--- src/rtl/angle_sequencer_pkg.sv ---
// -----------------------------------------------------------------------------
// angle_sequencer_pkg
// Shared definitions for the ray-direction sequencer:
//   - frame FSM state encoding
//   - bit positions of the fields inside an 80-bit angle_rom word
//   - Q8.8 word width, ROM address width, default heading count
//   - heading_wrap_step(): one modulo step of the heading index
// -----------------------------------------------------------------------------
package angle_sequencer_pkg;

    typedef enum logic [1:0] {
        ST_IDLE  = 2'd0,
        ST_FETCH = 2'd1,
        ST_LOAD  = 2'd2,
        ST_RAYS  = 2'd3
    } seq_state_e;

    localparam int Q_W            = 16;
    localparam int ADDR_W         = 7;
    localparam int ROM_W          = 80;
    localparam int NUM_ANGLES_DEF = 126;

    localparam int DIRX_HI   = 79;
    localparam int DIRX_LO   = 64;
    localparam int DIRY_HI   = 63;
    localparam int DIRY_LO   = 48;
    localparam int PLANEX_HI = 47;
    localparam int PLANEX_LO = 32;
    localparam int PLANEY_HI = 31;
    localparam int PLANEY_LO = 16;
    localparam int INVDET_HI = 15;
    localparam int INVDET_LO = 0;

    // One heading step with wrap-around; both or neither direction means no move.
    function automatic logic [ADDR_W-1:0] heading_wrap_step(
        input logic [ADDR_W-1:0] cur,
        input logic              step_left,
        input logic              step_right,
        input logic [ADDR_W-1:0] last_idx
    );
        logic [ADDR_W-1:0] nxt;
        nxt = cur;
        if (step_left && !step_right) begin
            if (cur == {ADDR_W{1'b0}}) begin
                nxt = last_idx;
            end else begin
                nxt = cur - {{(ADDR_W-1){1'b0}}, 1'b1};
            end
        end else if (step_right && !step_left) begin
            if (cur == last_idx) begin
                nxt = {ADDR_W{1'b0}};
            end else begin
                nxt = cur + {{(ADDR_W-1){1'b0}}, 1'b1};
            end
        end else begin
            nxt = cur;
        end
        return nxt;
    endfunction

endpackage

--- src/rtl/angle_sequencer_heading_ctrl.sv ---
// -----------------------------------------------------------------------------
// heading_ctrl
// Owns the player heading index. Turn requests are collected into a pending
// register and applied (at most one step) when the frame FSM accepts a frame.
//
// Configuration macro: ANGLE_SEQ_AUTOREPEAT_EN
//   defined   : turn inputs are level-sensitive (held turn steps every frame)
//   undefined : turn inputs are rising-edge detected (one step per press)
//
// Ports:
//   clk, rst_n     clock, async active-low reset
//   turn_left      request heading - 1
//   turn_right     request heading + 1
//   apply          frame accepted this cycle: commit the pending turn
//   heading        current heading index (registered)
//   heading_next   heading value that an apply in this cycle will commit
// -----------------------------------------------------------------------------
module heading_ctrl
    import angle_sequencer_pkg::*;
#(
    parameter int NUM_ANGLES   = NUM_ANGLES_DEF,
    parameter int INIT_HEADING = 0
) (
    input  logic              clk,
    input  logic              rst_n,
    input  logic              turn_left,
    input  logic              turn_right,
    input  logic              apply,
    output logic [ADDR_W-1:0] heading,
    output logic [ADDR_W-1:0] heading_next
);

    localparam logic [ADDR_W-1:0] LAST_IDX = ADDR_W'(NUM_ANGLES - 1);
    localparam logic [ADDR_W-1:0] INIT_IDX = ADDR_W'(INIT_HEADING);

    logic              left_evt_s;
    logic              right_evt_s;
    logic              eff_left_s;
    logic              eff_right_s;
    logic              pend_left_r;
    logic              pend_right_r;
    logic [ADDR_W-1:0] heading_r;

`ifdef ANGLE_SEQ_AUTOREPEAT_EN
    assign left_evt_s  = turn_left;
    assign right_evt_s = turn_right;
`else
    logic left_prev_r;
    logic right_prev_r;

    // Previous-value flops for rising-edge detection of the turn inputs.
    always_ff @(posedge clk or negedge rst_n) begin
        if (!rst_n) begin
            left_prev_r  <= 1'b0;
            right_prev_r <= 1'b0;
        end else begin
            left_prev_r  <= turn_left;
            right_prev_r <= turn_right;
        end
    end

    assign left_evt_s  = turn_left  & ~left_prev_r;
    assign right_evt_s = turn_right & ~right_prev_r;
`endif

    // A request arriving in the apply cycle itself is honoured in that frame.
    assign eff_left_s   = pend_left_r  | left_evt_s;
    assign eff_right_s  = pend_right_r | right_evt_s;
    assign heading_next = heading_wrap_step(heading_r, eff_left_s, eff_right_s, LAST_IDX);
    assign heading      = heading_r;

    // Pending-turn capture and heading commit on frame acceptance.
    always_ff @(posedge clk or negedge rst_n) begin
        if (!rst_n) begin
            pend_left_r  <= 1'b0;
            pend_right_r <= 1'b0;
            heading_r    <= INIT_IDX;
        end else if (apply) begin
            pend_left_r  <= 1'b0;
            pend_right_r <= 1'b0;
            heading_r    <= heading_next;
        end else begin
            pend_left_r  <= eff_left_s;
            pend_right_r <= eff_right_s;
            heading_r    <= heading_r;
        end
    end

endmodule

--- src/rtl/angle_sequencer.sv ---
// -----------------------------------------------------------------------------
// angle_sequencer
// Sequences one frame of ray-direction generation: commits the pending turn,
// fetches the heading's angle_rom entry, then streams one Q8.8 ray direction
// per screen column over a valid/ready handshake.
//
// Configuration macro: ANGLE_SEQ_AUTOREPEAT_EN (see heading_ctrl): selects
// level-sensitive (autorepeat) versus edge-detected turn inputs.
//
// Ports:
//   clk, rst_n            clock, async active-low reset
//   frame_start           one-cycle pulse, honoured only while idle
//   turn_left/turn_right  turn requests
//   rom_addr              angle_rom address (registered)
//   rom_angle             angle_rom data, one cycle after rom_addr
//   ray_valid/ray_ready   ray handshake
//   ray_dir_x/ray_dir_y   ray direction, Q8.8 signed
//   ray_col               column of the presented ray
//   ray_last              presented ray is the last column
//   inv_det               invDet latched for the current frame
//   heading               current heading index
//   busy                  frame in progress
// -----------------------------------------------------------------------------
module angle_sequencer
    import angle_sequencer_pkg::*;
#(
    parameter int SCREEN_W     = 256,
    parameter int COL_SHIFT    = 8,
    parameter int NUM_ANGLES   = NUM_ANGLES_DEF,
    parameter int INIT_HEADING = 0
) (
    input  logic                 clk,
    input  logic                 rst_n,
    input  logic                 frame_start,
    input  logic                 turn_left,
    input  logic                 turn_right,
    output logic [ADDR_W-1:0]    rom_addr,
    input  logic [ROM_W-1:0]     rom_angle,
    output logic                 ray_valid,
    input  logic                 ray_ready,
    output logic [Q_W-1:0]       ray_dir_x,
    output logic [Q_W-1:0]       ray_dir_y,
    output logic [COL_SHIFT-1:0] ray_col,
    output logic                 ray_last,
    output logic [Q_W-1:0]       inv_det,
    output logic [ADDR_W-1:0]    heading,
    output logic                 busy
);

    // 17 bits hold dir +/- plane exactly; COL_SHIFT more bits keep the
    // per-column sum exact so the output slice is a true floor of acc/W.
    localparam int                   ACC_W    = 17 + COL_SHIFT;
    localparam logic [COL_SHIFT-1:0] LAST_COL = COL_SHIFT'(SCREEN_W - 1);
    localparam logic [ADDR_W-1:0]    INIT_IDX = ADDR_W'(INIT_HEADING);

    seq_state_e                state_r;
    logic [ADDR_W-1:0]         rom_addr_r;
    logic                      ray_valid_r;
    logic                      busy_r;
    logic [COL_SHIFT-1:0]      ray_col_r;
    logic [Q_W-1:0]            inv_det_r;
    logic signed [ACC_W-1:0]   acc_x_r;
    logic signed [ACC_W-1:0]   acc_y_r;
    logic signed [ACC_W-1:0]   step_x_r;
    logic signed [ACC_W-1:0]   step_y_r;

    logic                      accept_s;
    logic                      fire_s;
    logic                      last_s;
    logic [ADDR_W-1:0]         heading_next_s;
    logic signed [ACC_W-1:0]   dir_x_ext_s;
    logic signed [ACC_W-1:0]   dir_y_ext_s;
    logic signed [ACC_W-1:0]   plane_x_ext_s;
    logic signed [ACC_W-1:0]   plane_y_ext_s;

    assign accept_s = (state_r == ST_IDLE) && frame_start;
    assign last_s   = (state_r == ST_RAYS) && (ray_col_r == LAST_COL);
    assign fire_s   = ray_valid_r && ray_ready;

    assign dir_x_ext_s   = ACC_W'($signed(rom_angle[DIRX_HI:DIRX_LO]));
    assign dir_y_ext_s   = ACC_W'($signed(rom_angle[DIRY_HI:DIRY_LO]));
    assign plane_x_ext_s = ACC_W'($signed(rom_angle[PLANEX_HI:PLANEX_LO]));
    assign plane_y_ext_s = ACC_W'($signed(rom_angle[PLANEY_HI:PLANEY_LO]));

    heading_ctrl #(
        .NUM_ANGLES   (NUM_ANGLES),
        .INIT_HEADING (INIT_HEADING)
    ) u_heading_ctrl (
        .clk          (clk),
        .rst_n        (rst_n),
        .turn_left    (turn_left),
        .turn_right   (turn_right),
        .apply        (accept_s),
        .heading      (heading),
        .heading_next (heading_next_s)
    );

    // Frame FSM with ROM address, accumulators and handshake registers.
    always_ff @(posedge clk or negedge rst_n) begin
        if (!rst_n) begin
            state_r     <= ST_IDLE;
            rom_addr_r  <= INIT_IDX;
            ray_valid_r <= 1'b0;
            busy_r      <= 1'b0;
            ray_col_r   <= {COL_SHIFT{1'b0}};
            inv_det_r   <= {Q_W{1'b0}};
            acc_x_r     <= {ACC_W{1'b0}};
            acc_y_r     <= {ACC_W{1'b0}};
            step_x_r    <= {ACC_W{1'b0}};
            step_y_r    <= {ACC_W{1'b0}};
        end else begin
            case (state_r)
                ST_IDLE: begin
                    if (frame_start) begin
                        rom_addr_r <= heading_next_s;
                        busy_r     <= 1'b1;
                        state_r    <= ST_FETCH;
                    end else begin
                        state_r    <= ST_IDLE;
                    end
                end
                ST_FETCH: begin
                    state_r <= ST_LOAD;
                end
                ST_LOAD: begin
                    inv_det_r   <= rom_angle[INVDET_HI:INVDET_LO];
                    acc_x_r     <= (dir_x_ext_s - plane_x_ext_s) <<< COL_SHIFT;
                    acc_y_r     <= (dir_y_ext_s - plane_y_ext_s) <<< COL_SHIFT;
                    step_x_r    <= plane_x_ext_s <<< 1;
                    step_y_r    <= plane_y_ext_s <<< 1;
                    ray_col_r   <= {COL_SHIFT{1'b0}};
                    ray_valid_r <= 1'b1;
                    state_r     <= ST_RAYS;
                end
                ST_RAYS: begin
                    if (fire_s) begin
                        acc_x_r   <= acc_x_r + step_x_r;
                        acc_y_r   <= acc_y_r + step_y_r;
                        ray_col_r <= ray_col_r + {{(COL_SHIFT-1){1'b0}}, 1'b1};
                        if (last_s) begin
                            ray_valid_r <= 1'b0;
                            busy_r      <= 1'b0;
                            state_r     <= ST_IDLE;
                        end else begin
                            state_r     <= ST_RAYS;
                        end
                    end else begin
                        state_r <= ST_RAYS;
                    end
                end
                default: begin
                    ray_valid_r <= 1'b0;
                    busy_r      <= 1'b0;
                    state_r     <= ST_IDLE;
                end
            endcase
        end
    end

    assign rom_addr  = rom_addr_r;
    assign ray_valid = ray_valid_r;
    assign busy      = busy_r;
    assign ray_col   = ray_col_r;
    assign ray_last  = last_s;
    assign inv_det   = inv_det_r;
    assign ray_dir_x = acc_x_r[COL_SHIFT+Q_W-1:COL_SHIFT];
    assign ray_dir_y = acc_y_r[COL_SHIFT+Q_W-1:COL_SHIFT];

endmodule

--- config.mk ---
export PLATFORM = sky130hd
export DESIGN_NAME = angle_sequencer
export DESIGN_NICKNAME = d
export VERILOG_FILES = /design/src/rtl/angle_sequencer_pkg.sv /design/src/rtl/angle_sequencer_heading_ctrl.sv /design/src/rtl/angle_sequencer.sv
export SDC_FILE = /design/constraint.sdc
export NUM_CORES = 1
export LEC_CHECK = 0
export ABC_AREA = 1
export ABC_CLOCK_PERIOD_IN_PS = 2400
export CORE_MARGIN = 5
export CORE_UTILIZATION = 42
export CTS_CLUSTER_SIZE = 25
export DETAILED_ROUTE_END_ITERATION = 10
export GPL_ROUTABILITY_DRIVEN = 1
export SLEW_MARGIN = 25
export SYNTH_ARGS = -nofsm -noshare
export SYNTH_HDL_FRONTEND = slang
export SYNTH_HIERARCHICAL = 1
export SYNTH_SLANG_ARGS = --single-unit
--- constraint.sdc ---
create_clock -name clk -period 2.4 [get_ports clk]
set_input_delay 0.72 -clock clk [delete_from_list [all_inputs] [get_ports clk]]
set_output_delay 0.72 -clock clk [all_outputs]
set_load 0.01 [all_outputs]
==> key figures <==
Layout
  – Synthesis-to-layout area growth: 29.9%
  – Share of final-layout standard cells stronger than drive strength 1: 0.117
  – Count of non-filler cells in the finished layout: 2285
  – Antenna diode instance count: 0
  – Commonest non-fill, non-tap cell in the layout: sky130_fd_sc_hd__nand2_1
  – Final core utilization: 0.549
  – Most frequent cells in the layout: sky130_fd_sc_hd__nand2_1 (635), sky130_fd_sc_hd__inv_1 (275), sky130_fd_sc_hd__clkdlybuf4s50_1 (155), sky130_fd_sc_hd__nor2_1 (128), sky130_fd_sc_hd__dfrtp_1 (124)
  – Nets: 2107

Synthesis
  – Number of instances in the synthesized netlist: 1718
  – Cell type with the largest total area after synthesis: sky130_fd_sc_hd__dfrtp_1
  – Top flip-flop cell by instance count after synthesis: sky130_fd_sc_hd__dfrtp_1
  – Area share of the largest cell type after synthesis: 0.285
  – Average cell area after synthesis: 6.34 um^2
  – Post-Synthesis Net Count: 1887
  – Number of warnings issued by yosys: 6
  – Number of enable flip-flop cells after synthesis: 0
  – Synth Cell Area: 10900 um^2
  – FFs w/ async S/R, synth: 1.00
  – Top post-synthesis cells by area: sky130_fd_sc_hd__dfrtp_1 (28%), sky130_fd_sc_hd__nand2_1 (22%), sky130_fd_sc_hd__inv_1 (9.5%)
  – Post-synthesis register bit count: 124
  – Seq/Total Area, Yosys: 0.285
  – Netlist cell types: 49

Drt
  – Met3 routed wirelength: 2.44 mm
  – Wire length on met1: 16.6 mm
  – DR top layer: met5
  – Final wirelength: 34.7 mm
  – ANT nets after route: 0
  – Starting DRC count in detailed routing: 737
  – First-pass DRT Iterations: 5
  – Detail Route met2 WL: 15.0 mm
  – Routed via count divided by cell count: 4.91
  – Post-route DRC violation count: 0
  – Total via count after detailed routing: 11200
  – Wire length per cell after detailed routing: 15.2 um

Clock tree
  – Number of H-tree levels: 4
  – Total CTS buffers: 17
  – Hold-fix buffer count after cts: 0
  – Root buffer selected by CTS: sky130_fd_sc_hd__clkbuf_16
  – Clock latency of the later-clocked register in the worst-skew pair: 0.42 ns
  – Clock tree from TritonCTS: built
  – Clock-pin transition on the worst setup and hold timing paths: 0.07 ns
  – Maximum count of clock buffers along a single path: 2
  – Number of clock sinks: 124

Worst setup path
  – Worst-case register-to-register setup slack: 0.18 ns
  – Capture instance of the worst register-to-register path: acc_y_r[17]$_DFFE_PN0P_
  – Data required time of the critical path: 2.75 ns
  – Category of the worst setup path capture point: flip-flop
  – R2R cell count: 13
  – Startpoint-to-endpoint class of the critical path: input pin to flip-flop
  – Arrival time worst endpoint: 2.68 ns
  – Worst-path maximum fanout: 4
  – Critical Path Source Type: input pin
  – R2r startpoint: acc_y_r[1]$_DFFE_PN0P_

Floorplanning
  – Initial Util: 0.423
  – Height of the chip: 171 um
  – Die width: 171 um
  – Placeable core area: 25800 um^2
  – Die area: 29300 um^2
  – Core Rows: 59
  – Top-Level Pins: 159

Pwr
  – Power density of the placed cells: 1290 nW/um^2
  – Lkg Pwr: 7.65 nW
  – Peak VDD IR: 0.000644 V
  – Total power of the final layout: 18.3 mW

STA
  – Clock period minus worst slack: 2.33 ns
  – Worst slew pin tran: 0.523 ns
  – Final-layout setup total negative slack: 0 ns
  – Final critical-path share of the clock period: 0.973
  – Max-slew violation count: 0
  – Final setup viols: 0
  – Achievable Freq: 0.428 GHz
  – Number of hold violations in the final report: 0
  – Clk_skew: 0.0155 ns
  – Worst rel slew slack: 0.651
  – Unrepaired setup endpoints after global routing: yes

Outcome
  – Result of the run: finished clean

Placement
  – Number of cells after detailed placement: 2253
  – Final HPWL DP: 27.6 mm
  – Final GP Congestion: 0.928
  – I/O Buffers: 158

Min path
  – Worst min-delay path category: input pin to asynchronous set/reset pin

Global routing
  – Overall global routing resource usage: 0.236
  – Largest net degree at the start of global routing: 63
  – Initial antenna violation count: 2
  – First-pass GRT wire length: 55.1 mm
  – Via count of the first global-routing pass: 10700
  – Overflow left after global routing: 0

Flow run
  – Count of maximum capacitance violations: 0
==> logic make-up after synthesis <==
family                     share of synthesized area
DFF                                            0.285
AOI/OAI and AO/OA                             0.0863
adders and majority gates                     0.0981
and+or+nand+nor                                0.380
xor gates and xnor gates                      0.0145
buffers and inverters                          0.136
==> registers in the layout, summed over array words and instances (netlist names), 2 cells and up <==
signal                  flops
inv_det                    16
u_heading_ctrl/heading      7
ray_col                     8
step_y_r                   16
acc_y_r                    23
state_r                     2
rom_addr                    7
acc_x_r                    23
step_x_r                   16
==> Yosys cell counts, types with 3 or more instances <==
master                     count
sky130_fd_sc_hd__o21bai_1      4
sky130_fd_sc_hd__a21oi_1      80
sky130_fd_sc_hd__a31oi_1       8
sky130_fd_sc_hd__ha_1         79
sky130_fd_sc_hd__nand2_1     641
sky130_fd_sc_hd__nand2_2      16
sky130_fd_sc_hd__a21oi_2       3
sky130_fd_sc_hd__inv_1       277
sky130_fd_sc_hd__nand3_1     113
sky130_fd_sc_hd__nand3_2       7
sky130_fd_sc_hd__and2_1        4
sky130_fd_sc_hd__o31ai_1       7
sky130_fd_sc_hd__nor2_2        8
sky130_fd_sc_hd__nor3_1       11
sky130_fd_sc_hd__o21ai_0      29
sky130_fd_sc_hd__nand3b_1     14
sky130_fd_sc_hd__nand4_1      13
sky130_fd_sc_hd__nor2_4        3
sky130_fd_sc_hd__buf_6         4
sky130_fd_sc_hd__o21ai_1      25
sky130_fd_sc_hd__fa_1          4
sky130_fd_sc_hd__clkbuf_1      6
sky130_fd_sc_hd__buf_4        33
sky130_fd_sc_hd__xor2_1        9
sky130_fd_sc_hd__a22o_1        5
sky130_fd_sc_hd__dfrtp_1     124
sky130_fd_sc_hd__xnor2_1       9
sky130_fd_sc_hd__buf_2        14
sky130_fd_sc_hd__or2_2         5
sky130_fd_sc_hd__nor2_1      133
sky130_fd_sc_hd__nor3_2        4
==> power by group <==
group	total (mW)	internal (mW)	switching, mW
logic	11.8	4.70	7.10
registers	3.87	3.00	0.868
clock network	2.61	1.63	0.987
==> final cells by class <==
cell class	instances	area, um^2
multi-input cells	1251	6540
fillers	2624	11600
flip-flops and latches	124	3100
well taps	335	419
inverters	281	1060
clock inverters	11	146
clock buffers	20	437
repair buffers	263	2440
==> per-stage QoR <==
| stage | worst slack, ns | cell area, um^2 | hold slack (ns) |
|---|---|---|---|
| floorplan | 0.257 | 10900 | 0.424 |
| global placement | -0.314 | 13300 | 0.452 |
| detailed placement | -0.351 | 13300 | 0.458 |
| CTS | -0.0139 | 13900 | 0.243 |
| global route | -0.0925 | 14100 | 0.254 |
| finish | 0.0650 | 14100 | 0.239 |
==> metal layers <==
| layer | track usage | vias to the layer above |
|---|---|---|
| li1 | - | 5783 |
| met1 | 0.337 | 5120 |
| met4 | 0.0568 | 4 |
| met2 | 0.363 | 284 |
| met5 | 0 | - |
| met3 | 0.0561 | 39 |
==> worst max-delay path, stage by stage <==
cell and delay (ns):
sky130_fd_sc_hd__clkdlybuf4s50_1 0.46, sky130_fd_sc_hd__inv_1 0.04, sky130_fd_sc_hd__ha_1 0.22, sky130_fd_sc_hd__fa_1 0.36, sky130_fd_sc_hd__inv_1 0.10, sky130_fd_sc_hd__nand3_1 0.10, sky130_fd_sc_hd__nand3_2 0.10, sky130_fd_sc_hd__a21oi_1 0.08
sky130_fd_sc_hd__or2_2 0.27, sky130_fd_sc_hd__nand3_1 0.07, sky130_fd_sc_hd__nand3_1 0.08, sky130_fd_sc_hd__nand2_1 0.06
==> timing repair <==
action	4_1_cts	5_1_grt
gates resized for setup	8	35
setup endpoints to repair	1	16
setup buffers	0	1
pin swaps	5	8
gates cloned	0	0
==> worst max path at each step <==
stage | depth (start not counted) | from | slack [ns] | to
after floorplan | 11 | rom_angle[48] | 0.26 | acc_y_r[16]$_DFFE_PN0P_
after global placement | 12 | rom_angle[48] | -0.31 | acc_y_r[16]$_DFFE_PN0P_
after detailed placement | 12 | rom_angle[22] | -0.35 | acc_y_r[21]$_DFFE_PN0P_
after CTS | 8 | ray_col[0]$_DFFE_PN0P_ | -0.01 | ray_last
after global routing | 8 | ray_col[0]$_DFFE_PN0P_ | -0.09 | ray_last
final | 12 | rom_angle[48] | 0.07 | acc_y_r[16]$_DFFE_PN0P_
Note: power is estimated with default switching activity, not from simulation.
